File: src/rtl/controle_decimacao_pkg.sv
// Shared types, codes and helpers for the block-average downscaler sequencer.
package decim_pkg;

    typedef enum logic [1:0] {
        SEL_F1       = 2'd0,
        SEL_F2       = 2'd1,
        SEL_F4       = 2'd2,
        SEL_INVALIDO = 2'd3
    } fator_sel_t;

    localparam logic [2:0] OCIOSO  = 3'd0;
    localparam logic [2:0] LE      = 3'd1;
    localparam logic [2:0] DRENA   = 3'd2;
    localparam logic [2:0] ESCREVE = 3'd3;
    localparam logic [2:0] FIM     = 3'd4;

    // Four guard bits let a 4x4 block of full-scale pixels accumulate without overflow.
    localparam int SOMA_GUARDA  = 4;
    localparam int DECIM_DATA_W = 8;
    localparam int SOMA_W       = DECIM_DATA_W + SOMA_GUARDA;

    function automatic logic [2:0] fator_de_sel(input logic [1:0] sel);
        case (sel)
            SEL_F1:  return 3'd1;
            SEL_F2:  return 3'd2;
            SEL_F4:  return 3'd4;
            default: return 3'd1;
        endcase
    endfunction

    function automatic logic [2:0] shift_de_sel(input logic [1:0] sel);
        case (sel)
            SEL_F1:  return 3'd0;
            SEL_F2:  return 3'd2;
            SEL_F4:  return 3'd4;
            default: return 3'd0;
        endcase
    endfunction

endpackage

File: src/rtl/controle_decimacao_if.sv
// Command handshake plus input/output frame RAM ports of the decimation sequencer.
interface controle_decimacao_if #(
    parameter int DATA_W = 8,
    parameter int ADDR_W = 15
);
    logic              start;
    logic              abort;
    logic [1:0]        fator_sel;
    logic              busy;
    logic              done;
    logic              erro;
    logic              rd_en;
    logic [ADDR_W-1:0] rd_addr;
    logic [DATA_W-1:0] rd_data;
    logic              wr_en;
    logic [ADDR_W-1:0] wr_addr;
    logic [DATA_W-1:0] wr_data;

    modport slave (
        input  start, abort, fator_sel, rd_data,
        output busy, done, erro, rd_en, rd_addr, wr_en, wr_addr, wr_data
    );

    modport master (
        output start, abort, fator_sel, rd_data,
        input  busy, done, erro, rd_en, rd_addr, wr_en, wr_addr, wr_data
    );
endinterface

File: src/rtl/controle_decimacao_gerador_enderecos.sv
// Block anchor / in-block offset counters and the derived input and output RAM addresses.
module gerador_enderecos
    import decim_pkg::*;
#(
    parameter int LARGURA = 160,
    parameter int ALTURA  = 120,
    parameter int ADDR_W  = 15
) (
    input  logic              clk,
    input  logic              rst,
    input  logic [2:0]        fator_i,
    input  logic [1:0]        lg_fator_i,
    input  logic              step_i,
    input  logic              step_bloco_i,
    input  logic              clear_i,
    output logic [ADDR_W-1:0] rd_addr_o,
    output logic [ADDR_W-1:0] wr_addr_o,
    output logic              ultimo_pixel_o,
    output logic              ultimo_bloco_o
);
    logic [ADDR_W-1:0] linha_q, linha_d, coluna_q, coluna_d;
    logic [1:0]        di_q, di_d, dj_q, dj_d;
    logic [1:0]        fim_off_s;
    logic [ADDR_W-1:0] fator_s, ultima_linha_s, ultima_coluna_s;

    assign fim_off_s       = 2'(fator_i - 3'd1);
    assign fator_s         = ADDR_W'(fator_i);
    assign ultima_linha_s  = ADDR_W'(ALTURA) - fator_s;
    assign ultima_coluna_s = ADDR_W'(LARGURA) - fator_s;

    assign ultimo_pixel_o = (di_q == fim_off_s) && (dj_q == fim_off_s);
    assign ultimo_bloco_o = (linha_q == ultima_linha_s) && (coluna_q == ultima_coluna_s);

    // F is a power of two, so dividing the anchor by F is a shift by log2(F).
    assign rd_addr_o = ADDR_W'((int'(linha_q) + int'(di_q)) * LARGURA + int'(coluna_q) + int'(dj_q));
    assign wr_addr_o = ADDR_W'(int'(linha_q >> lg_fator_i) * (LARGURA >> lg_fator_i)
                               + int'(coluna_q >> lg_fator_i));

    // Next-state of offsets (dj fastest) and of the block anchor.
    always_comb begin
        linha_d  = linha_q;
        coluna_d = coluna_q;
        di_d     = di_q;
        dj_d     = dj_q;
        if (clear_i) begin
            linha_d  = {ADDR_W{1'b0}};
            coluna_d = {ADDR_W{1'b0}};
            di_d     = 2'd0;
            dj_d     = 2'd0;
        end else begin
            if (step_i) begin
                if (dj_q == fim_off_s) begin
                    dj_d = 2'd0;
                    di_d = (di_q == fim_off_s) ? 2'd0 : di_q + 2'd1;
                end else begin
                    dj_d = dj_q + 2'd1;
                end
            end else begin
                dj_d = dj_q;
            end
            if (step_bloco_i) begin
                if (coluna_q == ultima_coluna_s) begin
                    coluna_d = {ADDR_W{1'b0}};
                    linha_d  = (linha_q == ultima_linha_s) ? {ADDR_W{1'b0}} : linha_q + fator_s;
                end else begin
                    coluna_d = coluna_q + fator_s;
                end
            end else begin
                coluna_d = coluna_q;
            end
        end
    end

    // Counter registers.
    always_ff @(posedge clk or posedge rst) begin
        if (rst) begin
            linha_q  <= {ADDR_W{1'b0}};
            coluna_q <= {ADDR_W{1'b0}};
            di_q     <= 2'd0;
            dj_q     <= 2'd0;
        end else begin
            linha_q  <= linha_d;
            coluna_q <= coluna_d;
            di_q     <= di_d;
            dj_q     <= dj_d;
        end
    end
endmodule

File: src/rtl/controle_decimacao.sv
// Block-average downscaler sequencer: FSM and block accumulator.
// Build option DECIM_ARREDONDA_EN selects round-half-up averaging instead of truncation.
module controle_decimacao
    import decim_pkg::*;
#(
    parameter int LARGURA = 160,
    parameter int ALTURA  = 120,
    parameter int DATA_W  = 8,
    parameter int ADDR_W  = 15
) (
    input logic                clk,
    input logic                rst,
    controle_decimacao_if.slave io
);
    localparam int SOMA_LW = DATA_W + SOMA_GUARDA;

    logic [2:0]         estado_q, estado_d;
    logic [2:0]         fator_q, fator_d, shift_q, shift_d;
    logic [1:0]         lg_q, lg_d;
    logic [SOMA_LW-1:0] soma_q, soma_d;
    logic [DATA_W-1:0]  wr_data_q;
    logic               rd_valid_q, rd_en_q, wr_en_q, busy_q, done_q, erro_q;
    logic               ocioso_s, aceita_s, invalido_s, cancela_s, clear_s;
    logic               ultimo_pixel_s, ultimo_bloco_s;

    function automatic logic [DATA_W-1:0] media(input logic [SOMA_LW-1:0] s, input logic [2:0] sh);
        logic [SOMA_LW-1:0] t;
`ifdef DECIM_ARREDONDA_EN
        t = s + ((SOMA_LW'(1'b1) << sh) >> 1);
`else
        t = s;
`endif
        return DATA_W'(t >> sh);
    endfunction

    assign ocioso_s   = (estado_q == OCIOSO);
    assign aceita_s   = ocioso_s && io.start && (io.fator_sel != SEL_INVALIDO);
    assign invalido_s = ocioso_s && io.start && (io.fator_sel == SEL_INVALIDO);
    assign cancela_s  = !ocioso_s && io.abort;
    assign clear_s    = aceita_s || cancela_s;

    gerador_enderecos #(
        .LARGURA (LARGURA),
        .ALTURA  (ALTURA),
        .ADDR_W  (ADDR_W)
    ) u_gerador (
        .clk            (clk),
        .rst            (rst),
        .fator_i        (fator_q),
        .lg_fator_i     (lg_q),
        .step_i         (estado_q == LE),
        .step_bloco_i   (estado_q == ESCREVE),
        .clear_i        (clear_s),
        .rd_addr_o      (io.rd_addr),
        .wr_addr_o      (io.wr_addr),
        .ultimo_pixel_o (ultimo_pixel_s),
        .ultimo_bloco_o (ultimo_bloco_s)
    );

    // Sequencer next state and factor latch.
    always_comb begin
        estado_d = estado_q;
        fator_d  = fator_q;
        shift_d  = shift_q;
        lg_d     = lg_q;
        case (estado_q)
            OCIOSO: begin
                if (aceita_s) begin
                    estado_d = LE;
                    fator_d  = fator_de_sel(io.fator_sel);
                    shift_d  = shift_de_sel(io.fator_sel);
                    lg_d     = 2'(shift_de_sel(io.fator_sel) >> 1);
                end else begin
                    estado_d = OCIOSO;
                end
            end
            LE:      estado_d = io.abort ? OCIOSO : (ultimo_pixel_s ? DRENA : LE);
            DRENA:   estado_d = io.abort ? OCIOSO : ESCREVE;
            ESCREVE: estado_d = io.abort ? OCIOSO : (ultimo_bloco_s ? FIM : LE);
            FIM:     estado_d = OCIOSO;
            default: estado_d = OCIOSO;
        endcase
    end

    // Accumulator: a pixel returning one cycle after its read is always added.
    always_comb begin
        soma_d = soma_q;
        if (clear_s) begin
            soma_d = {SOMA_LW{1'b0}};
        end else if (estado_q == ESCREVE) begin
            soma_d = {SOMA_LW{1'b0}};
        end else if (rd_valid_q) begin
            soma_d = soma_q + SOMA_LW'(io.rd_data);
        end else begin
            soma_d = soma_q;
        end
    end

    // State, accumulator and registered outputs decoded from the next state.
    always_ff @(posedge clk or posedge rst) begin
        if (rst) begin
            estado_q   <= OCIOSO;
            fator_q    <= 3'd1;
            shift_q    <= 3'd0;
            lg_q       <= 2'd0;
            soma_q     <= {SOMA_LW{1'b0}};
            rd_valid_q <= 1'b0;
            rd_en_q    <= 1'b0;
            wr_en_q    <= 1'b0;
            busy_q     <= 1'b0;
            done_q     <= 1'b0;
            erro_q     <= 1'b0;
            wr_data_q  <= {DATA_W{1'b0}};
        end else begin
            estado_q   <= estado_d;
            fator_q    <= fator_d;
            shift_q    <= shift_d;
            lg_q       <= lg_d;
            soma_q     <= soma_d;
            rd_valid_q <= rd_en_q;
            rd_en_q    <= (estado_d == LE);
            wr_en_q    <= (estado_d == ESCREVE);
            busy_q     <= (estado_d != OCIOSO);
            done_q     <= (estado_d == FIM);
            erro_q     <= invalido_s;
            // ESCREVE is only entered from DRENA, where soma_d already holds the whole block.
            if (estado_d == ESCREVE) begin
                wr_data_q <= media(soma_d, shift_q);
            end else begin
                wr_data_q <= wr_data_q;
            end
        end
    end

    assign io.busy    = busy_q;
    assign io.done    = done_q;
    assign io.erro    = erro_q;
    assign io.rd_en   = rd_en_q;
    assign io.wr_en   = wr_en_q;
    assign io.wr_data = wr_data_q;
endmodule

File: src/flat_wrapper.sv
// flat-port wrapper written by rule: the top's interface ports become plain ports
module controle_decimacao_flat import decim_pkg::*;
#(
    parameter int LARGURA = 160,
    parameter int ALTURA  = 120,
    parameter int DATA_W  = 8,
    parameter int ADDR_W  = 15
)
  (clk, rst, io_start, io_abort, io_fator_sel, io_rd_data, io_busy, io_done, io_erro, io_rd_en, io_rd_addr, io_wr_en, io_wr_addr, io_wr_data);
  controle_decimacao_if #(.DATA_W(DATA_W), .ADDR_W(ADDR_W)) io_i ();
  input logic clk;
  input logic rst;
  input wire logic [$bits(io_i.start)-1:0] io_start;
  input wire logic [$bits(io_i.abort)-1:0] io_abort;
  input wire logic [$bits(io_i.fator_sel)-1:0] io_fator_sel;
  input wire logic [$bits(io_i.rd_data)-1:0] io_rd_data;
  output wire logic [$bits(io_i.busy)-1:0] io_busy;
  output wire logic [$bits(io_i.done)-1:0] io_done;
  output wire logic [$bits(io_i.erro)-1:0] io_erro;
  output wire logic [$bits(io_i.rd_en)-1:0] io_rd_en;
  output wire logic [$bits(io_i.rd_addr)-1:0] io_rd_addr;
  output wire logic [$bits(io_i.wr_en)-1:0] io_wr_en;
  output wire logic [$bits(io_i.wr_addr)-1:0] io_wr_addr;
  output wire logic [$bits(io_i.wr_data)-1:0] io_wr_data;
  assign io_i.start = io_start;
  assign io_i.abort = io_abort;
  assign io_i.fator_sel = io_fator_sel;
  assign io_i.rd_data = io_rd_data;
  assign io_busy = io_i.busy;
  assign io_done = io_i.done;
  assign io_erro = io_i.erro;
  assign io_rd_en = io_i.rd_en;
  assign io_rd_addr = io_i.rd_addr;
  assign io_wr_en = io_i.wr_en;
  assign io_wr_addr = io_i.wr_addr;
  assign io_wr_data = io_i.wr_data;
  controle_decimacao #(.LARGURA(LARGURA), .ALTURA(ALTURA), .DATA_W(DATA_W), .ADDR_W(ADDR_W)) u_core (.clk(clk), .rst(rst), .io(io_i));
endmodule
File: config.mk
export PLATFORM = sky130hd
export DESIGN_NAME = controle_decimacao_flat
export DESIGN_NICKNAME = d
export VERILOG_FILES = /design/src/rtl/controle_decimacao_pkg.sv /design/src/rtl/controle_decimacao_if.sv /design/src/rtl/controle_decimacao_gerador_enderecos.sv /design/src/rtl/controle_decimacao.sv /design/src/flat_wrapper.sv
export SDC_FILE = /design/constraint.sdc
export NUM_CORES = 1
export LEC_CHECK = 0
export CAP_MARGIN = 30
export CORE_ASPECT_RATIO = 0.7
export CORE_MARGIN = 4
export CORE_UTILIZATION = 66
export CTS_CLUSTER_DIAMETER = 120
export DETAILED_ROUTE_END_ITERATION = 16
export GPL_ROUTABILITY_DRIVEN = 0
export PLACE_DENSITY = 0.88
export SETUP_SLACK_MARGIN = 0.5
export SYNTH_ARGS = -nofsm -noshare
export SYNTH_HDL_FRONTEND = slang
export SYNTH_HIERARCHICAL = 1
export SYNTH_SLANG_ARGS = --single-unit
File: constraint.sdc
create_clock -name clk -period 14 [get_ports clk]
set_input_delay 3.5 -clock clk [delete_from_list [all_inputs] [get_ports clk]]
set_output_delay 3.5 -clock clk [all_outputs]
set_load 0.005 [all_outputs]
Yosys cells after proc, flatten, opt, wreduce, memory -nomap -nowiden --
Index checks and enable logic that the tools add are counted. W data, S select, Z words.
Word-level totals: word-level logic and storage cells 91, output and inout bits 43, input port bits 14, flip-flop bits (word level) 71
Cells by class: equality and inequality tests 14, multipliers 2, shift operators 4, add/subtract/negate cells 12, reductions and logical operators 17, mux-type cells 26
Operators with widths (number):
- $mux W15 | 7
- $mux W12 | 3
- $mul A32 B32 Y15 | 1
- $shr A15 B2 Y32 | 1
- $shr A8 B2 Y32 const A | 1
- $add A15 B15 Y15 | 2
- $add A15 B3 Y15 | 2
- $eq A15 B15 Y1 | 2
- $mux W2 | 9
- $add A15 B2 Y16 | 1
- $mul A16 B3 Y10 const B | 1
- $add A15 B2 Y15 | 1
- $shr A15 B2 Y15 | 1
- $add A12 B8 Y12 | 1
- $pmux W3 S2 | 2
- $pmux W3 S4 | 1
- $shr A12 B3 Y8 | 1
- $eq A3 B2 Y1 const B | 3
- $mux W3 | 3
- $sub A8 B3 Y9 const A | 1
- $reduce_bool A2 Y1 | 4
- $sub A7 B3 Y8 const A | 1
- $eq A3 B1 Y1 const B | 2
- $logic_and A1 B1 Y1 | 6
- 13 further kinds | 18

Logic depth before layout (Yosys ltp) --
depth in word-level cells 7, depth in mapped cells 21, depth with buffers taken out 19

Cells and area by module --
Netlist, hierarchy kept.
Modules (own cells, without submodules):
- gerador_enderecos | cells an instance 704, instances 1, area an instance 6247.2 um^2, sequential area each 850.8 um^2
- controle_decimacao | cells an instance 243, instances 1, area an instance 2167.1 um^2, sequential area each 802.0 um^2

Worst setup path before layout --
OpenSTA, ideal clock, no wires.
kind register to output, start reg u_core/fator_q[2] (netlist name), end out io_wr_addr[14], cell stages (with the launch flop) 20, data required time 10500 ps, data arrival time 5728 ps, path buffers 3, path slack 4772 ps, path through dfrtp_1 > buf_2 > buf_1 > buf_1 > mux2i_1 > nor2_1 > fa_1 > inv_1 > fa_1 > inv_1 > fa_1 > ha_1 > fa_1 > inv_1 > fa_1 > inv_1 > ha_1 > o41ai_1 > o21ai_0 > xnor2_1
RTL lines:
- end: declaration | RTL line flat_wrapper.sv:23 | output wire logic [$bits(io_i.wr_addr)-1:0] io_wr_addr;

==> impl_results.md <==
* Status: finished clean
* GRT Util Overall at 28.78%
* Mean Syn Cell Area at 8.885 µm²
* Ant diodes at 0
* Layout cells sized above 1 at 7.889%
* Synth Cell Area at 8414 µm²
* IR drop worst, VDD at 0.1475 mV
* Hpwl dp at 15530 µm
* DR iter-0 viols at 646
* Worst setup EP type: output pin
* Register area share after synthesis at 19.64%
* Tcrit/Tclk final at 75.47%
* RSZ-0062 raised after global routing: false
* Pwr Density at 145.0 nW/µm²
* Clk Latency, worst-skew pair at 0.34 ns
* Postcts setup bufs at 0
* Max Clk Rate at 94.65 MHz
* CP required at 10.50 ns
* Syn Inst Count at 947
* Clk pwr share at 16.2%
* Period minus WS final at 10.57 ns
* Placeable Area at 12460 µm²
* # nets final at 1131
* Leakage at 4.467 nW
* Number of buffers created by CTS at 9
* Maximum clock path buffer count at 2
* PostCTS Resize Cnt at 0
* Psw at 0.6198 mW
* # setup viols final at 0
* Total number of yosys warnings at 6
* Dpl cell area at 8976 µm²
* Flop-to-flop setup slack at 9.95 ns
* Final worst slack at 3.434 ns
* Final Max Tran Viols at 0
* Slowest stage cell, crit path: dfrtp_2
* Final Cell Area at 9261 µm²
* Total congestion overflow at 0
* DIE HEIGHT at 102.5 µm
* Internal power at 0.7232 mW
* Net Count, Synth at 1107
* Worst hold margin at 0.3723 ns
* TritonCTS clock tree: done
* Die Width at 143.0 µm
* First-pass GRT wire length at 34020 µm
* Clk sinks at 66
* Wire length per cell at 17.72 µm
* Reg-to-Reg Start: u_core/fator_q[1]$_DFFE_PP0P_
* Reg2reg path depth at 11
* Worst-Margin Slew at 0.9358 ns
* Worst path most repeated cell: fa_1
* EDFF count, synth at 0
* Cells along the critical path: buf_4, nor2b_1, and2_1, nand2b_1, fa_1, inv_1, fa_1, inv_1, fa_1, ha_1, fa_1, inv_1, fa_1, inv_1, ha_1, nand2_1, o21ai_0, o41ai_1, o21ai_0, xnor2_1, clkdlybuf4s50_1
* Via count at 7011
* Sequential fraction of design power at 22.9%
* Reg clk slew, reported paths at 0.06 ns
* Crit path to: io_wr_addr[14]
* Buffers on Ports at 56
* I/O pins at 57
* Worst Skew at 0.01132 ns
* CP Launch Type: register
* Pin count of the biggest net entering global routing at 52
* Asr flop ratio synth at 100.0%
* Area Growth Syn to Fin at 10.07%
* Max_slew headroom at 37.40%
* Cell row count at 34
* Sw Ratio at 46.15%
* Reg-to-reg endpoint: u_core/io.busy$_DFF_PP0_
* Die ar. at 14650 µm²
* Synth Flop Type: dfrtp_1
* Routed WL at 20160 µm
* Cts hold-fix bufs at 0
* Routed Antenna Nets at 0
* Number of global-route vias before repair at 6937
* Gate power share at 60.9%
* Vias per cell at 6.161
* Place WS at 3.796 ns
* CTS root buf: clkbuf_16
* Setup CP Type: reg -> out
* Max cap viols at 0
* Final Hold Vio Count at 0
* Post-synth cell types at 85
* Max stage delay on crit path at 0.69 ns
* Top delay family on crit path: adder cells
* Crit path DAT at 7.07 ns
* Number of remaining DRC errors at 0
* Initial antenna violation count at 0
* CP Depth at 21
* Pre-Repair DR Iteration Count at 5
* Critical Path Start: u_core/fator_q[2]$_DFFE_PP0P_
* H-tree depth at 3
* CP max FO at 26
* CP Buf/Inv Count at 6
* Type of the most critical hold path: reg -> reg
* Initial Utilization at 67.51%
* Synthesized flop and latch total at 66
* Fin Setup TNS at 0 ns
per-stage QoR:
| stage | total power [mW] | cells | utilization [%] |
|---|---|---|---|
| final | 1.343 | 1138 | 74.30 |
| after global routing | 1.446 | 1138 | 74.30 |
| after CTS | 1.335 | 1138 | 74.30 |
| after detailed placement | 1.106 | 1122 | 72.01 |
| after global placement | 1.081 | 1122 | 72.01 |
| after floorplan | 0.8697 | 947 | - |
state kept, by name, indices dropped and copies added, names as in the netlist, 2 cells and up:
signal and cells:
u_core/fator_q 3, u_core/estado_q 3, u_core/io.wr_data 8, u_core/u_gerador/dj_q 2, u_core/u_gerador/coluna_q 15, u_core/u_gerador/linha_q 15, u_core/u_gerador/di_q 2, u_core/soma_q 12
layer usage:
| layer | track usage (%) | up-vias | part of all wire, % |
|---|---|---|---|
| met5 | 0 | - | 0 |
| met4 | 6.355 | 0 | 1.4 |
| met3 | 5.519 | 40 | 8.9 |
| met2 | 44.34 | 331 | 45 |
| met1 | 42.60 | 3329 | 45 |
| li1 | - | 3311 | - |
area by class of cell:
cell class / instances / area (µm²)
Fill cell: 892 / 3203
Tap cell: 162 / 202.7
Sequential cell: 66 / 1655
Timing Repair Buffer: 60 / 590.6
Multi-Input combinational cell: 724 / 6115
Clock inverter: 7 / 60.06
Clock buffer: 9 / 225.2
Inverter: 110 / 412.9
power groups by stage:
stage / Combinational (mW) / Sequential [mW] / Clock [mW]
floorplan: 0.597 / 0.273 / 0
global placement: 0.776 / 0.306 / 0
detailed placement: 0.798 / 0.308 / 0
CTS: 0.811 / 0.306 / 0.218
global route: 0.905 / 0.315 / 0.226
finish: 0.818 / 0.308 / 0.217
cells in the final DEF (no fill, tap or decap), drive strengths merged, types with 5 or more instances in the layout:
cell type and instances:
inv 113, ha 101, nor2 72, nand2 66
dfrtp 65, clkdlybuf4s50 56, xnor2 48, fa 45
o21ai 37, a21oi 34, and2 28, nor3 25
xor2 23, nor2b 22, nand3 21, and3 19
mux2i 17, nand2b 12, a21o 12, o31ai 12
mux4 11, or2 10, clkbuf 9, o211ai 9
a31oi 9, mux2 8, nand4 7, a211oi 6
or3 5, o21a 5, nor4 5
synthesized netlist by cell type, types with 19 or more instances:
master,number,area [µm²]
nor2_1,71,266.5
ha_1,101,1264
nand3_1,20,100.1
nor2b_1,21,131.4
o21ai_0,30,150.1
nand2_1,66,247.7
inv_1,110,412.9
clkbuf_1,21,78.83
xor2_1,23,201.4
a21oi_1,33,165.2
dfrtp_1,65,1627
and3_1,19,118.9
fa_1,45,900.9
nor3_1,23,115.1
xnor2_1,48,420.4
and2_1,28,175.2
worst min-delay path by stage:
stage	start	end	depth (start not counted)
final	u_core/io.rd_en$_DFF_PP0_	u_core/rd_valid_q$_DFF_PP0_	0
after detailed placement	u_core/io.rd_en$_DFF_PP0_	u_core/rd_valid_q$_DFF_PP0_	0
after floorplan	u_core/io.rd_en$_DFF_PP0_	u_core/rd_valid_q$_DFF_PP0_	0
after CTS	u_core/io.rd_en$_DFF_PP0_	u_core/rd_valid_q$_DFF_PP0_	0
after global placement	u_core/io.rd_en$_DFF_PP0_	u_core/rd_valid_q$_DFF_PP0_	0
after global routing	u_core/io.rd_en$_DFF_PP0_	u_core/rd_valid_q$_DFF_PP0_	0
cell families (layout without fill, tap and decap cells):
family	Yosys count	after routing	share of synthesized area, %
adder cells (fa/ha/maj)	146	146	25.72
multiplexers	36	36	6.082
flip-flops	66	66	19.64
AND/OR/NAND/NOR	305	305	19.02
XOR/XNOR	72	72	7.658
buffers and inverters	157	186	7.688
AO/OA/AOI/OAI	165	165	14.19
Power figures use the tool's default switching activity.
